`src/rtl/fifoprog.sv`:
```
// Single-clock FIFO with occupancy count, programmable almost-full/almost-empty
// thresholds, optional first-word-fall-through read, synchronous flush and sticky error flags.
module fifoprog #(
  parameter int DW     = 16,
  parameter int AW     = 4,
  parameter int FWFT   = 0,
  parameter int AFULL  = 2**AW - 2,
  parameter int AEMPTY = 1
) (
  input  logic          clk,
  input  logic          rst_n,
  input  logic          clear,
  input  logic          wr_en,
  input  logic [DW-1:0] wr_data,
  input  logic          rd_en,
  output logic [DW-1:0] rd_data,
  output logic          rd_valid,
  output logic          full,
  output logic          empty,
  output logic [AW:0]   count,
  output logic          almost_full,
  output logic          almost_empty,
  output logic          overflow,
  output logic          underflow
);

  localparam int          DEPTH     = 2**AW;
  localparam logic [AW:0] DEPTH_C   = (AW+1)'(DEPTH);
  localparam logic [AW:0] AFULL_C   = (AW+1)'(AFULL);
  localparam logic [AW:0] AEMPTY_C  = (AW+1)'(AEMPTY);
  localparam logic [AW:0] COUNT_ONE = (AW+1)'(1);
  localparam logic [AW-1:0] PTR_ONE = AW'(1);
  localparam bit          FWFT_MODE = (FWFT != 0);

  if (AFULL < 1 || AFULL > DEPTH) begin : g_bad_afull
    $error("fifoprog: AFULL=%0d outside 1..%0d", AFULL, DEPTH);
  end
  if (AEMPTY < 0 || AEMPTY > DEPTH - 1) begin : g_bad_aempty
    $error("fifoprog: AEMPTY=%0d outside 0..%0d", AEMPTY, DEPTH - 1);
  end

  logic [DW-1:0] mem [DEPTH];
  logic [AW-1:0] wr_ptr_q, wr_ptr_d, rd_ptr_q, rd_ptr_d;
  logic [AW:0]   count_q, count_d;
  logic          overflow_q, overflow_d, underflow_q, underflow_d;
  logic          rd_valid_q, rd_valid_d;
  logic [DW-1:0] rd_data_q, rd_data_d;
  logic [DW-1:0] head;
  logic          wr_acc, rd_acc;

  // Flags come only from the registered count, never from the request inputs.
  assign full         = (count_q == DEPTH_C);
  assign empty        = (count_q == '0);
  assign almost_full  = (count_q >= AFULL_C);
  assign almost_empty = (count_q <= AEMPTY_C);
  assign count        = count_q;
  assign overflow     = overflow_q;
  assign underflow    = underflow_q;

  assign head   = mem[rd_ptr_q];
  assign wr_acc = wr_en && !full && !clear;
  assign rd_acc = rd_en && !empty && !clear;

  always_comb begin
    // NOTE: every always_comb output gets a default first so no path leaves it unassigned (no latch).
    wr_ptr_d    = wr_ptr_q;
    rd_ptr_d    = rd_ptr_q;
    count_d     = count_q;
    overflow_d  = overflow_q;
    underflow_d = underflow_q;
    rd_valid_d  = rd_acc;
    rd_data_d   = rd_data_q;

    if (clear) begin
      wr_ptr_d    = '0;
      rd_ptr_d    = '0;
      count_d     = '0;
      overflow_d  = 1'b0;
      underflow_d = 1'b0;
    end else begin
      if (wr_en && !wr_acc) overflow_d  = 1'b1;
      if (rd_en && !rd_acc) underflow_d = 1'b1;
      if (wr_acc) wr_ptr_d = wr_ptr_q + PTR_ONE;
      if (rd_acc) rd_ptr_d = rd_ptr_q + PTR_ONE;
      unique case ({wr_acc, rd_acc})
        2'b10:   count_d = count_q + COUNT_ONE;
        2'b01:   count_d = count_q - COUNT_ONE;
        default: count_d = count_q;
      endcase
    end

    // In FWFT mode the register shadows the visible head so rd_data holds once empty.
    if (FWFT_MODE ? !empty : rd_acc) rd_data_d = head;
  end

  assign rd_valid = FWFT_MODE ? !empty : rd_valid_q;
  assign rd_data  = (FWFT_MODE && !empty) ? head : rd_data_q;

  // NOTE: sequential state uses non-blocking assignments only, so every flop samples pre-edge values.
  always_ff @(posedge clk or negedge rst_n) begin
    if (!rst_n) begin
      wr_ptr_q    <= '0;
      rd_ptr_q    <= '0;
      count_q     <= '0;
      overflow_q  <= 1'b0;
      underflow_q <= 1'b0;
      rd_valid_q  <= 1'b0;
      rd_data_q   <= '0;
    end else begin
      wr_ptr_q    <= wr_ptr_d;
      rd_ptr_q    <= rd_ptr_d;
      count_q     <= count_d;
      overflow_q  <= overflow_d;
      underflow_q <= underflow_d;
      rd_valid_q  <= rd_valid_d;
      rd_data_q   <= rd_data_d;
    end
  end

  // NOTE: storage has no reset; stale words are unreachable because pointers and count are reset.
  always_ff @(posedge clk) begin
    if (wr_acc) mem[wr_ptr_q] <= wr_data;
  end

endmodule

```
`config.mk`:
```
export PLATFORM = sky130hd
export DESIGN_NAME = fifoprog
export DESIGN_NICKNAME = d
export VERILOG_FILES = /design/src/rtl/fifoprog.sv
export SDC_FILE = /design/constraint.sdc
export NUM_CORES = 1
export LEC_CHECK = 0
export CAP_MARGIN = 10
export CORE_MARGIN = 3
export CORE_UTILIZATION = 60
export CTS_CLUSTER_DIAMETER = 80
export DETAILED_ROUTE_END_ITERATION = 6
export PLACE_DENSITY = 0.79
export SETUP_SLACK_MARGIN = 0.2
export SLEW_MARGIN = 20
export SYNTH_ARGS = -nofsm -noshare
export SYNTH_HDL_FRONTEND = slang
export SYNTH_SLANG_ARGS = --single-unit
```
`constraint.sdc`:
```
create_clock -name clk -period 3.24 [get_ports clk]
set_input_delay 0.324 -clock clk [delete_from_list [all_inputs] [get_ports clk]]
set_output_delay 0.324 -clock clk [all_outputs]
set_load 0.02 [all_outputs]
```
==> impl_metrics.ini <==
[outcome]
status = finished, final reports clean

[logic_synthesis]
ys.flop_type = edfxtp_1
seq_area_frac_synth_pct = 74.8
synth.most_common_cell = edfxtp_1
synth_cells = 624
post-synth-top-area-fraction_pct = 67.7
yosysWarnings = 0
synthDistinctLibCells = 43
synth-edff-count = 256
yosys-top-cells-area = edfxtp_1, dfrtp_1, mux4_2
synth_commonest_cells = edfxtp_1, mux2i_1, nand2_1, a22oi_1
synthesis.area_um2 = 11400
synth_seq_cells = 288
ys_async_sr_fraction_pct = 11.1
syn_area_per_cell_um2 = 18.2
syn_nets = 655
yosys.area.top_type = edfxtp_1

[timing]
worstMarginPinSlew_ns = 0.755
worst_slack_ns = 0.461
fin_setup_tns_ns = 0
min_period_ns = 2.78
setup_viol = 0
final_max_slew_viol_count = 0
rsz0062_at_grt = false
finalCritPeriodShare_pct = 85.8
slew_headroom_pct = 49.7
clock.fmax_mhz = 360
fin_worst_skew_ns = 0.0195
finalHoldViolCount = 0

[cts]
clock_latency_ns = 0.54
htree_levels = 1
cts_tree = yes
numCtsBuffers = 28
clk_transition_reported_paths_ns = 0.07
cts_buffer_depth = 3
post-cts-setup-buffer-count = 0
cts_sinks = 288
clock-root-buffer = clkbuf_16

[power]
ir_drop_uv = 526
p_per_area_nw_per_um2 = 754
p_leak_nw = 4.32
finalPower_mw = 9.93

[drt]
wl_per_cell_um = 25.3
drt_first_pass_iters = 5
drtIter0Drc = 702
drc = 0
drt-vias-per-instance = 6.39
totalWireLength_um = 24100
postRouteAntennaNets = 0
route.vias.total = 6084

[setup_path]
critPathKind = register to primary output
cp-end-kind = primary output
crit_fanout = 9
required_ns = 2.92
crit_path_start_kind = register
crit_arrival_ns = 2.45

[die]
die_w_um = 144
core.rowCount = 49
die_area_um2 = 20600
pin_count = 49
start_util_pct = 62.1
fp.dieH_um = 144
core-area_um2 = 18300

[global_routing]
first_global_vias = 6150
overflow = 0
track_usage_pct = 23.9
grt_max_degree = 34
grt_pass1_wl_um = 36700
antenna_found_initial = 0

[cells_and_area]
antennaDiodeCount = 0
multi_input_area_um2 = 2670
num-nets-final = 732
regArea_um2 = 8490
fillers = 1065
syn_to_final_growth_pct = 16.0
drive_gt1_share_pct = 16.6

[placed_design]
gp_congestion = 0.853
place_worst_setup_slack_ns = 0.575
port_buffers = 48
post-dp-hpwl_um = 14800

[run]
drv_cap = 0

[min_path]
hold_path.class = input pin to asynchronous set/reset pin
critical path, stage by stage, from the launching register on:
cell             delay [ns]
dfrtp_1                0.47
inv_1                  0.16
ha_1                   0.19
nand4bb_1              0.31
inv_1                  0.17
clkdlybuf4s50_1        0.62
final timing paths:
path | slack (ns) | startpoint | end | cells after the start
worst max-delay path | 0.46 | count[1] | full | 5
worst min-delay path | 0.40 | rst_n | rd_ptr_q[2] | 2
worst max register to register | 0.75 | count[1] | mem[9][11] | 7
worst min register to register | 0.52 | overflow | overflow | 2
max in group asynchronous | 2.29 | rst_n | rd_ptr_q[1] | 2
min in group clk | 0.52 | overflow | overflow | 2
logic make-up after synthesis:
logic type	after synthesis	synth area share (%)
flops	288	74.8
simple gates	118	5.11
mux	101	12.5
compound gates	60	4.13
buf+inv	40	1.74
fa+ha+maj	10	1.10
xor+xnor	7	0.661
metrics by stage:
stage | std cells | utilization [%] | instance area, µm² | hold slack, ns
2_1_floorplan | 624 | - | 11400 | 0.0284
3_3_place_gp | 899 | 66.8 | 12200 | 0.413
3_5_place_dp | 899 | 66.8 | 12200 | 0.429
4_1_cts | 952 | 72.0 | 13200 | 0.406
5_1_grt | 952 | 72.1 | 13200 | 0.452
6_report | 952 | 72.1 | 13200 | 0.398
cells in the final DEF (no fill, tap or decap), drive strengths merged, types with 3 or more instances in the layout:
master and instances:
edfxtp 256, mux2i 66, clkdlybuf4s50 46, nand2 39, clkbuf 34, a22oi 33, mux4 32, nor2 32
dfrtp 32, buf 31, nand3 22, a32oi 15, clkinv 12, ha 10, inv 9, a21oi 5
nor2b 5, nor3 4, nand2b 3, xor2 3, xnor2 3, a2bb2oi 3, mux2 3, bufinv 3
report_power, final:
part           switching, mW  internal, mW
sequential             0.215          4.24
clock                   1.34          1.94
combinational           1.20         0.996
total                   2.76          7.17
cell type report:
class                           count  share of cell area, %
Clock buffer                       34                   5.88
Clock inverter                     18                   1.32
Inverter                            8                  0.323
Multi-Input combinational cell    296                   20.3
Sequential cell                   288                   64.5
Tap cell                          229                   2.18
Timing Repair Buffer               79                   5.51
flip-flops by register name, summed over array words and instances (netlist names):
name and cells:
wr_ptr_q 4, rd_data 16, count 5, rd_valid 1, underflow 1, mem 256
overflow 1, rd_ptr_q 4
timing repair:
item	CTS	global route
hold buffers	1	0
resized for setup	0	1
endpoints found under the hold margin	32	0
setup endpoints to repair	0	1
layer usage:
layer  wire (µm)  part of all wire [%]  global-route usage (%)
met3        2110                   8.8                    5.09
met2       11600                    48                    37.8
met1        9890                    41                    34.7
met5           0                     0                       0
met4         489                   2.0                    6.24
Power figures use the tool's default switching activity.
